===== src/rtl/midi_pkg.sv =====
// Shared MIDI definitions: parser state encoding, status-byte class
// constants and the data-length lookup used by the message parser.
package midi_pkg;

    typedef enum logic [1:0] {
        ST_IDLE    = 2'd0,
        ST_WAIT_D1 = 2'd1,
        ST_WAIT_D2 = 2'd2,
        ST_SYSEX   = 2'd3
    } midi_state_e;

    localparam logic [7:0] MIDI_STATUS_MIN = 8'h80;  // lowest status byte
    localparam logic [7:0] MIDI_SYS_MIN    = 8'hF0;  // first system byte (SysEx start)
    localparam logic [7:0] MIDI_EOX        = 8'hF7;  // end of SysEx
    localparam logic [7:0] MIDI_RT_MIN     = 8'hF8;  // first realtime byte
    localparam logic [7:0] MIDI_TUNE_REQ   = 8'hF6;  // tune request, no data

    // Number of data bytes that follow a status byte (0 for anything
    // that never carries data).
    function automatic logic [1:0] midi_data_len(input logic [7:0] status);
        logic [1:0] len;
        case (status[7:4])
            4'h8, 4'h9, 4'hA, 4'hB, 4'hE: len = 2'd2;
            4'hC, 4'hD:                   len = 2'd1;
            4'hF: begin
                case (status)
                    8'hF1, 8'hF3: len = 2'd1;
                    8'hF2:        len = 2'd2;
                    default:      len = 2'd0;
                endcase
            end
            default: len = 2'd0;
        endcase
        return len;
    endfunction

    // Undefined system bytes: dropped and treated as a hard resync.
    function automatic logic midi_is_undefined(input logic [7:0] b);
        return (b == 8'hF4) || (b == 8'hF5) || (b == 8'hF9) || (b == 8'hFD);
    endfunction

    // Defined realtime bytes; they interleave with anything.
    function automatic logic midi_is_realtime(input logic [7:0] b);
        return (b >= MIDI_RT_MIN) && !midi_is_undefined(b);
    endfunction

endpackage


===== src/rtl/midi_msg_fifo.sv =====
// Synchronous show-ahead FIFO for parsed MIDI messages. Pointers carry one
// extra wrap bit so full and empty are distinguishable without a counter.
// A push into a full FIFO is dropped and latches a sticky overflow flag,
// unless a pop happens in the same cycle.
module midi_msg_fifo
    import midi_pkg::*;
#(
    parameter int W     = 26,
    parameter int DEPTH = 4
) (
    input  logic         clk,
    input  logic         rst_n,
    input  logic         push_i,
    input  logic [W-1:0] push_data_i,
    input  logic         pop_i,
    output logic         valid_o,
    output logic [W-1:0] head_o,
    output logic         overflow_o
);

    localparam int AW = $clog2(DEPTH);
    localparam int PW = AW + 1;

    logic [W-1:0]  mem_q [DEPTH];
    logic [PW-1:0] wr_q;
    logic [PW-1:0] wr_d;
    logic [PW-1:0] rd_q;
    logic [PW-1:0] rd_d;
    logic          overflow_q;
    logic          overflow_d;

    logic          empty_s;
    logic          full_s;
    logic          pop_ok_s;
    logic          push_ok_s;
    logic [AW-1:0] wr_idx_s;
    logic [AW-1:0] rd_idx_s;

    assign wr_idx_s  = wr_q[AW-1:0];
    assign rd_idx_s  = rd_q[AW-1:0];
    assign empty_s   = (wr_q == rd_q);
    assign full_s    = (wr_q[AW] != rd_q[AW]) && (wr_idx_s == rd_idx_s);
    assign pop_ok_s  = pop_i && !empty_s;
    assign push_ok_s = push_i && (!full_s || pop_ok_s);

    // Pointer advance and sticky overflow detection.
    always_comb begin
        wr_d       = wr_q;
        rd_d       = rd_q;
        overflow_d = overflow_q;
        if (push_ok_s) begin
            wr_d = wr_q + {{AW{1'b0}}, 1'b1};
        end else begin
            wr_d = wr_q;
        end
        if (pop_ok_s) begin
            rd_d = rd_q + {{AW{1'b0}}, 1'b1};
        end else begin
            rd_d = rd_q;
        end
        if (push_i && !push_ok_s) begin
            overflow_d = 1'b1;
        end else begin
            overflow_d = overflow_q;
        end
    end

    // Pointer and overflow state registers.
    always_ff @(posedge clk or negedge rst_n) begin
        if (!rst_n) begin
            wr_q       <= {PW{1'b0}};
            rd_q       <= {PW{1'b0}};
            overflow_q <= 1'b0;
        end else begin
            wr_q       <= wr_d;
            rd_q       <= rd_d;
            overflow_q <= overflow_d;
        end
    end

    // Message storage; cleared on reset so the head never shows stale data.
    always_ff @(posedge clk or negedge rst_n) begin
        if (!rst_n) begin
            for (int i = 0; i < DEPTH; i++) begin
                mem_q[i] <= {W{1'b0}};
            end
        end else if (push_ok_s) begin
            mem_q[wr_idx_s] <= push_data_i;
        end else begin
            mem_q[wr_idx_s] <= mem_q[wr_idx_s];
        end
    end

    assign valid_o    = !empty_s;
    assign head_o     = empty_s ? {W{1'b0}} : mem_q[rd_idx_s];
    assign overflow_o = overflow_q;

endmodule


===== src/rtl/midi_msg_parser.sv =====
// MIDI byte-stream parser: turns received bytes into complete channel and
// system-common messages (with running status), passes realtime bytes
// through as zero-data messages, discards SysEx payloads and queues the
// results in a small show-ahead FIFO.
module midi_msg_parser
    import midi_pkg::*;
#(
    parameter int BYTE_W     = 8,
    parameter int FIFO_DEPTH = 4
) (
    input  logic              sys_clk,
    input  logic              sys_rst_n,
    input  logic [BYTE_W-1:0] rx_byte,
    input  logic              rx_strobe,
    output logic              msg_valid,
    input  logic              msg_ready,
    output logic [BYTE_W-1:0] msg_status,
    output logic [BYTE_W-1:0] msg_data1,
    output logic [BYTE_W-1:0] msg_data2,
    output logic [1:0]        msg_len,
    output logic              overflow
);

    localparam int MSG_W = 3 * BYTE_W + 2;
    localparam logic [BYTE_W-1:0] ZERO_B = {BYTE_W{1'b0}};

    // Strobe edge detection and byte capture
    logic              strobe_q;
    logic              event_q;
    logic [BYTE_W-1:0] byte_q;

    // Parser state
    midi_state_e       state_q;
    midi_state_e       state_d;
    logic [BYTE_W-1:0] rs_q;
    logic [BYTE_W-1:0] rs_d;
    logic              rs_valid_q;
    logic              rs_valid_d;
    logic [BYTE_W-1:0] stat_q;
    logic [BYTE_W-1:0] stat_d;
    logic [BYTE_W-1:0] d1_q;
    logic [BYTE_W-1:0] d1_d;

    logic              push_s;
    logic [MSG_W-1:0]  push_word_s;
    logic              pop_s;
    logic              fifo_valid_s;
    logic [MSG_W-1:0]  head_s;
    logic [7:0]        b8_s;
    logic              is_status_s;

    // Classification only looks at the MIDI-defined low eight bits.
    assign b8_s        = byte_q[7:0];
    assign is_status_s = (b8_s >= MIDI_STATUS_MIN);

    function automatic logic [MSG_W-1:0] pack_msg(
        input logic [BYTE_W-1:0] st,
        input logic [BYTE_W-1:0] d1,
        input logic [BYTE_W-1:0] d2,
        input logic [1:0]        len
    );
        return {st, d1, d2, len};
    endfunction

    // Rising-edge detect on the strobe; the byte is captured with the edge
    // and processed on the following cycle.
    always_ff @(posedge sys_clk or negedge sys_rst_n) begin
        if (!sys_rst_n) begin
            strobe_q <= 1'b0;
            event_q  <= 1'b0;
            byte_q   <= {BYTE_W{1'b0}};
        end else begin
            strobe_q <= rx_strobe;
            event_q  <= rx_strobe && !strobe_q;
            if (rx_strobe && !strobe_q) begin
                byte_q <= rx_byte;
            end else begin
                byte_q <= byte_q;
            end
        end
    end

    // Parser next-state, running-status tracking and message push decode.
    always_comb begin
        state_d     = state_q;
        rs_d        = rs_q;
        rs_valid_d  = rs_valid_q;
        stat_d      = stat_q;
        d1_d        = d1_q;
        push_s      = 1'b0;
        push_word_s = {MSG_W{1'b0}};
        if (event_q) begin
            if (midi_is_undefined(b8_s)) begin
                state_d    = ST_IDLE;
                rs_valid_d = 1'b0;
            end else if (midi_is_realtime(b8_s)) begin
                // Realtime leaves every piece of parser context untouched.
                push_s      = 1'b1;
                push_word_s = pack_msg(byte_q, ZERO_B, ZERO_B, 2'd0);
            end else if (is_status_s) begin
                // Any status byte abandons a partial message or a SysEx.
                if (b8_s < MIDI_SYS_MIN) begin
                    rs_d       = byte_q;
                    rs_valid_d = 1'b1;
                    stat_d     = byte_q;
                    state_d    = ST_WAIT_D1;
                end else begin
                    case (b8_s)
                        MIDI_SYS_MIN: begin
                            rs_valid_d = 1'b0;
                            state_d    = ST_SYSEX;
                        end
                        8'hF1, 8'hF2, 8'hF3: begin
                            rs_valid_d = 1'b0;
                            stat_d     = byte_q;
                            state_d    = ST_WAIT_D1;
                        end
                        MIDI_TUNE_REQ: begin
                            rs_valid_d  = 1'b0;
                            push_s      = 1'b1;
                            push_word_s = pack_msg(byte_q, ZERO_B, ZERO_B, 2'd0);
                            state_d     = ST_IDLE;
                        end
                        MIDI_EOX: begin
                            state_d = ST_IDLE;
                        end
                        default: begin
                            state_d = ST_IDLE;
                        end
                    endcase
                end
            end else begin
                case (state_q)
                    ST_IDLE: begin
                        if (rs_valid_q) begin
                            stat_d = rs_q;
                            d1_d   = byte_q;
                            if (midi_data_len(rs_q[7:0]) == 2'd1) begin
                                push_s      = 1'b1;
                                push_word_s = pack_msg(rs_q, byte_q, ZERO_B, 2'd1);
                                state_d     = ST_IDLE;
                            end else begin
                                state_d = ST_WAIT_D2;
                            end
                        end else begin
                            state_d = ST_IDLE;
                        end
                    end
                    ST_WAIT_D1: begin
                        d1_d = byte_q;
                        if (midi_data_len(stat_q[7:0]) == 2'd1) begin
                            push_s      = 1'b1;
                            push_word_s = pack_msg(stat_q, byte_q, ZERO_B, 2'd1);
                            state_d     = ST_IDLE;
                        end else begin
                            state_d = ST_WAIT_D2;
                        end
                    end
                    ST_WAIT_D2: begin
                        push_s      = 1'b1;
                        push_word_s = pack_msg(stat_q, d1_q, byte_q, 2'd2);
                        state_d     = ST_IDLE;
                    end
                    ST_SYSEX: begin
                        state_d = ST_SYSEX;
                    end
                    default: begin
                        state_d = ST_IDLE;
                    end
                endcase
            end
        end else begin
            state_d = state_q;
        end
    end

    // Parser state registers.
    always_ff @(posedge sys_clk or negedge sys_rst_n) begin
        if (!sys_rst_n) begin
            state_q    <= ST_IDLE;
            rs_q       <= {BYTE_W{1'b0}};
            rs_valid_q <= 1'b0;
            stat_q     <= {BYTE_W{1'b0}};
            d1_q       <= {BYTE_W{1'b0}};
        end else begin
            state_q    <= state_d;
            rs_q       <= rs_d;
            rs_valid_q <= rs_valid_d;
            stat_q     <= stat_d;
            d1_q       <= d1_d;
        end
    end

    assign pop_s = fifo_valid_s && msg_ready;

    midi_msg_fifo #(
        .W     (MSG_W),
        .DEPTH (FIFO_DEPTH)
    ) u_fifo (
        .clk         (sys_clk),
        .rst_n       (sys_rst_n),
        .push_i      (push_s),
        .push_data_i (push_word_s),
        .pop_i       (pop_s),
        .valid_o     (fifo_valid_s),
        .head_o      (head_s),
        .overflow_o  (overflow)
    );

    assign msg_valid = fifo_valid_s;
    assign {msg_status, msg_data1, msg_data2, msg_len} = head_s;

endmodule

===== config.mk =====
export PLATFORM = sky130hd
export DESIGN_NAME = midi_msg_parser
export DESIGN_NICKNAME = d
export VERILOG_FILES = /design/src/rtl/midi_pkg.sv /design/src/rtl/midi_msg_fifo.sv /design/src/rtl/midi_msg_parser.sv
export SDC_FILE = /design/constraint.sdc
export NUM_CORES = 1
export LEC_CHECK = 0
export BUFFER_PORTS_ARGS = -buffer_cell sky130_fd_sc_hd__buf_2
export CORE_AREA = 4 4 184 186
export CTS_BUF_LIST = sky130_fd_sc_hd__clkbuf_16
export CTS_CLUSTER_DIAMETER = 60
export CTS_CLUSTER_SIZE = 16
export DETAILED_ROUTE_END_ITERATION = 10
export DIE_AREA = 0 0 188 190
export PLACE_DENSITY = 0.39
export SYNTH_ARGS = -nofsm -noshare
export SYNTH_HDL_FRONTEND = slang
export SYNTH_HIERARCHICAL = 1
export SYNTH_SLANG_ARGS = --single-unit

===== constraint.sdc =====
create_clock -name sys_clk -period 4.73 [get_ports sys_clk]
set_input_delay 0.946 -clock sys_clk [delete_from_list [all_inputs] [get_ports sys_clk]]
set_output_delay 0.946 -clock sys_clk [all_outputs]
set_load 0.1 [all_outputs]

* Yosys cells after proc, flatten, opt, wreduce, memory -nomap -nowiden
Index checks and enable logic that the tools add are counted.
W data, S select, Z words.
** Storage, ports and cells
- Bits in registers :: 148
- Output and inout port bits :: 28
** Operators by class
- Add/sub/neg operators :: 2
- Multiplexer cells :: 68
- Bitwise operators :: 5
- Reductions and logical operators :: 36
- Equality and inequality tests :: 42
- Order comparisons :: 6
** Operators by type and width (number)
- $mux W26 :: 15
- $bwmux W104 :: 2
- $eq A8 B8 Y1 const B :: 15
- $bmux W26 S2 :: 2
- $mux W104 :: 1
- $pmux W26 S3 :: 1
- $eq A4 B4 Y1 const B :: 16
- $demux W26 S2 :: 1
- $mux W8 :: 6
- $mux W2 :: 18
- $ge A8 B8 Y1 const B :: 2
- $pmux W8 S2 :: 1
- $reduce_or A5 Y1 :: 3
- $mux W1 :: 14
- $pmux W2 S2 :: 3
- $pmux W2 S3 :: 2
- $reduce_and A6 Y1 :: 2
- $logic_and A1 B1 Y1 :: 8
- $lt A8 B8 Y1 const B :: 1
- $pmux W2 S4 :: 1
- $reduce_bool A2 Y1 :: 4
- $reduce_or A2 Y1 :: 4
- $add A3 B1 Y3 const B :: 2
- $eq A2 B1 Y1 const B :: 3
- other kinds (19) :: 32

* Longest topological paths before layout
- Word-level depth :: 21
- Mapped depth :: 12
- Mapped depth without buffers :: 8

* Cells and area by module
The synthesis kept the hierarchy.
** Modules (own cells, without submodules)
- midi_msg_fifo :: area each 5815.6 sq um, seq. area each 2777.7 sq um, cells an instance 492, instances 1
- midi_msg_parser :: area each 2144.6 sq um, seq. area each 925.9 sq um, cells an instance 206, instances 1

* Worst setup path after synthesis
No wires, ideal clock.
- Path type :: flip-flop to output port
- Start :: register u_fifo.rd_q[0]
- End :: output port msg_data1[6]
- Arrival time :: 2626 ps
- Path buffers :: 2
- Data required time :: 3784 ps
- Cell stages (with the launch flop) :: 6
- Path slack :: 1158 ps
- Path through :: dfrtp_1 -> buf_6 -> xnor2_2 -> nand3_1 -> clkbuf_1 -> and2_1
** On the way
- Word-level cells in the longest chain between the ends :: 5
- Elaborated cells on any way between the ends :: 6
- Those cells by class :: eq/ne (1); mux (4); bitwise (1)
** RTL lines
- start, declared :: line midi_msg_fifo.sv:27 : logic [PW-1:0] rd_q;
- start signal, assigned :: line midi_msg_fifo.sv:72 : rd_q <= {PW{1'b0}};
- start signal, assigned :: line midi_msg_fifo.sv:76 : rd_q <= rd_d;
- $not A2 Y3 (implied by the code) :: line midi_msg_fifo.sv:95 : assign head_o = empty_s ? {W{1'b0}} : mem_q[rd_idx_s];
- $bmux W26 S2 :: line midi_msg_fifo.sv:95
- $mux W26 (implied by the code) (2 in series) :: line midi_msg_fifo.sv:95
- $mux W26 (*) :: line midi_msg_fifo.sv:95
- end, declared :: line midi_msg_parser.sv:18 : output logic [BYTE_W-1:0] msg_data1,
Every way passes the cells marked *; elsewhere a longest branch is shown, timed or not. The select of a mux whose other input is x is not followed.

* Final worst setup path
- Start :: register u_fifo.rd_q[2]
- End :: output port msg_data1[1]
** On the way
- Word-level cells in the longest chain between the ends :: 2
** RTL lines
- $eq A3 B3 Y1 :: line midi_msg_fifo.sv:41 : assign empty_s = (wr_q == rd_q);
- $mux W26 :: line midi_msg_fifo.sv:95
Every way passes these cells.

==> run summary <==
crit-path max FO: 18
global-route wire length before repair: 35,900 µm
Critical Path AT: 2450 ps
WL/cell: 19.1 µm
initial core utilization: 24.7%
# fillers: 3,363
Synth cell types: 55
cells along the critical path: xnor2_1 > nand3_1 > buf_4 > and2_1 > buf_2
GRT Residual Overflow: 0
Startpoint Class: flop
maximum capacitance violations: 0
Multi-input gate area: 3950 µm²
HP Class: reg -> reg
CTS clk-pin slew, worst paths: 60 ps
number of sinks on the clock net: 148
clock skew: 13.5 ps
register area: 3710 µm²
DRT antenna net count: 0
Slowest-stage cell, CP: nand3_1
layout cells sized above 1: 26.8%
routed wire length: 22,400 µm
Tmin final: 3400 ps
Clk Tree Root Cell: clkbuf_16
CTS H-tree lvls: 4
CTS tree: yes
EDFF count, synth: 0
GR Util All Layers: 13.0%
Placement Rows: 66
overall die height: 190 µm
GP Congestion: 0.760
non-filler cells, final: 1,172
Area growth syn-to-layout: 15.7%
count of final max-slew check failures: 0
setup bufs post-CTS: 0
async set-reset flop share out of synthesis: 100%
vias per cell: 4.69
placed cells: 1,141
via count: 5,501
final hold vios: 0
clock buffer depth: 2
num ports: 40
Post-DP HPWL: 14,300 µm
Post-Synthesis Cells: 698
hold_buf cts: 0
DIE WIDTH: 188 µm
Setup CP Type: reg -> out
initial DRC count: 409
CTS Buf Count: 17
setup TNS: 0 ps
number of synthesized register bits: 148
final setup vio count: 0
IO buf count: 39
RSZ-0062 raised after global routing: no
crit end category: output pin
status: finished clean
Worst-Margin Slew: 859 ps
Rel. slew slack: 42.7%
mapped cell area: 7960 µm²
part of the Yosys area used for sequential elements: 46.5%
Pre-antenna DRT Iters: 5
clock latency at the later pin of the worst-skew pair: 420 ps
vias in the first global route: 5,738
hold slack: 495 ps
slowest stage delay, CP: 500 ps
period utilisation layout: 71.9%
Post-Syn Nets: 715
Ant. Diodes: 0
CP Data Required Time: 3780 ps
ys flop type: dfrtp_1
Resized Gates After CTS: 0
initial antenna violation count: 0
area of the die: 35,700 µm²
Fmax achieved: 294 MHz
Core Box Area: 32,300 µm²
Nets: 735
Warnings, synthesis: 6
DRC violations left: 0
largest net degree at the start of global routing: 79
Avg Cell Area, Syn: 11.4 µm²
## registers in the layout (all words and copies together) (netlist names), 2 cells and up
signal,flops
d1_q,8
stat_q,8
u_fifo/wr_q,3
u_fifo/mem_q,104
b8_s,8
state_q,2
u_fifo/rd_q,3
rs_q,8
## layout by cell type (no fill, tap or decap), drive strengths merged, types with 2 or more instances in the layout
cell / instances
dfrtp: 148
a21oi: 116
nor2: 114
buf: 58
mux4: 52
and2: 35
mux2: 33
mux2i: 28
clkbuf: 17
nand2: 15
o21ai: 12
inv: 12
nand3: 7
nand4: 6
xnor2: 6
ha: 5
nor2b: 4
a31oi: 4
o22ai: 4
o22a: 4
bufinv: 4
o31ai: 4
clkinv: 4
a21o: 3
a32oi: 3
clkinvlp: 3
nor3: 3
nand4bb: 2
and3: 2
or2: 2
xor2: 2
a211oi: 2
a41o: 2
## routing by layer
layer	vias to the layer above	global-route usage, %	part of all wire [%]
li1	2570	-	-
met1	2826	17.7	48
met2	95	21.6	48
met3	10	2.37	2.5
met4	0	3.27	0.89
met5	-	0	0
## final timing paths
check / to / depth (start not counted) / start / slack, ps
min in group asynchronous: strobe_q$_DFF_PN0_ / 1 / sys_rst_n / 540
setup reg to reg: u_fifo/mem_q[61]$_DFFE_PN0N_ / 10 / state_q[1]$_DFFE_PN0P_ / 1610
hold reg to reg: d1_q[7]$_DFFE_PN0P_ / 1 / d1_q[7]$_DFFE_PN0P_ / 490
hold / removal: d1_q[7]$_DFFE_PN0P_ / 1 / d1_q[7]$_DFFE_PN0P_ / 490
max in group asynchronous: u_fifo/rd_q[0]$_DFFE_PN0P_ / 2 / sys_rst_n / 3140
setup / recovery: msg_data1[1] / 5 / u_fifo/rd_q[2]$_DFFE_PN0P_ / 1330
## per-stage QoR
step                      setup slack (ps)  utilization, %  instance area (µm²)
after detailed placement              1610            26.6                 8600
after CTS                             1250            28.5                 9210
after global routing                  1190            28.5                 9210
after floorplan                       1160               -                 7960
after global placement                1590            26.6                 8600
final                                 1330            28.5                 9210
## cell families after synthesis
family          after synthesis  share of synthesized area, %
xor+xnor                      8                          1.07
buf+inv                      66                          3.96
simple gates                197                          11.9
compound gates              159                          11.6
fa+ha+maj                     6                         0.912
mux                         113                          24.0
flops                       148                          46.5
other cells                   1                        0.0471
## Yosys cell counts, types with 2 or more instances
library cell / instances / area, µm²
inv_1: 9 / 33.8
nor3_1: 2 / 10.0
buf_6: 3 / 33.8
buf_2: 5 / 25.0
clkbuf_1: 37 / 139
o21ai_0: 12 / 60.1
mux4_2: 52 / 1170
nand4bb_1: 2 / 22.5
o31ai_1: 3 / 22.5
a21oi_1: 115 / 576
a21o_1: 3 / 22.5
mux2_2: 33 / 372
a41o_1: 2 / 20.0
nand2_1: 15 / 56.3
and3_1: 2 / 12.5
o22ai_1: 4 / 25.0
ha_1: 5 / 62.6
dfrtp_1: 148 / 3700
buf_1: 5 / 18.8
nor2_1: 114 / 428
mux2i_4: 7 / 158
and2_1: 35 / 219
mux2i_1: 21 / 210
or2_2: 2 / 12.5
xnor2_2: 2 / 32.5
nand3_1: 7 / 35.0
nand4_1: 5 / 31.3
o22a_1: 4 / 35.0
xnor2_1: 4 / 35.0
xor2_1: 2 / 17.5
nor2b_1: 4 / 25.0
a32oi_1: 3 / 26.3
buf_4: 6 / 45.0
a31oi_1: 4 / 25.0
## critical path: cells and delay by family, from the launching register on
family / cells / cell delay, ps
xor gates and xnor gates: 1 / 230
DFF: 1 / 420
buffers and inverters: 2 / 710
and+or+nand+nor: 2 / 670
## layout make-up
type | instances | area share (%)
inverter | 9 | 0.367
timing repair buffer | 58 | 3.87
sequential | 148 | 40.2
tap | 442 | 6.00
clock buffer | 17 | 4.62
multi-input combinational | 484 | 42.9
clock inverter | 14 | 2.01
Power is not shown: default switching activity piles up to over one toggle a cycle in this logic, so the estimate is an artifact.
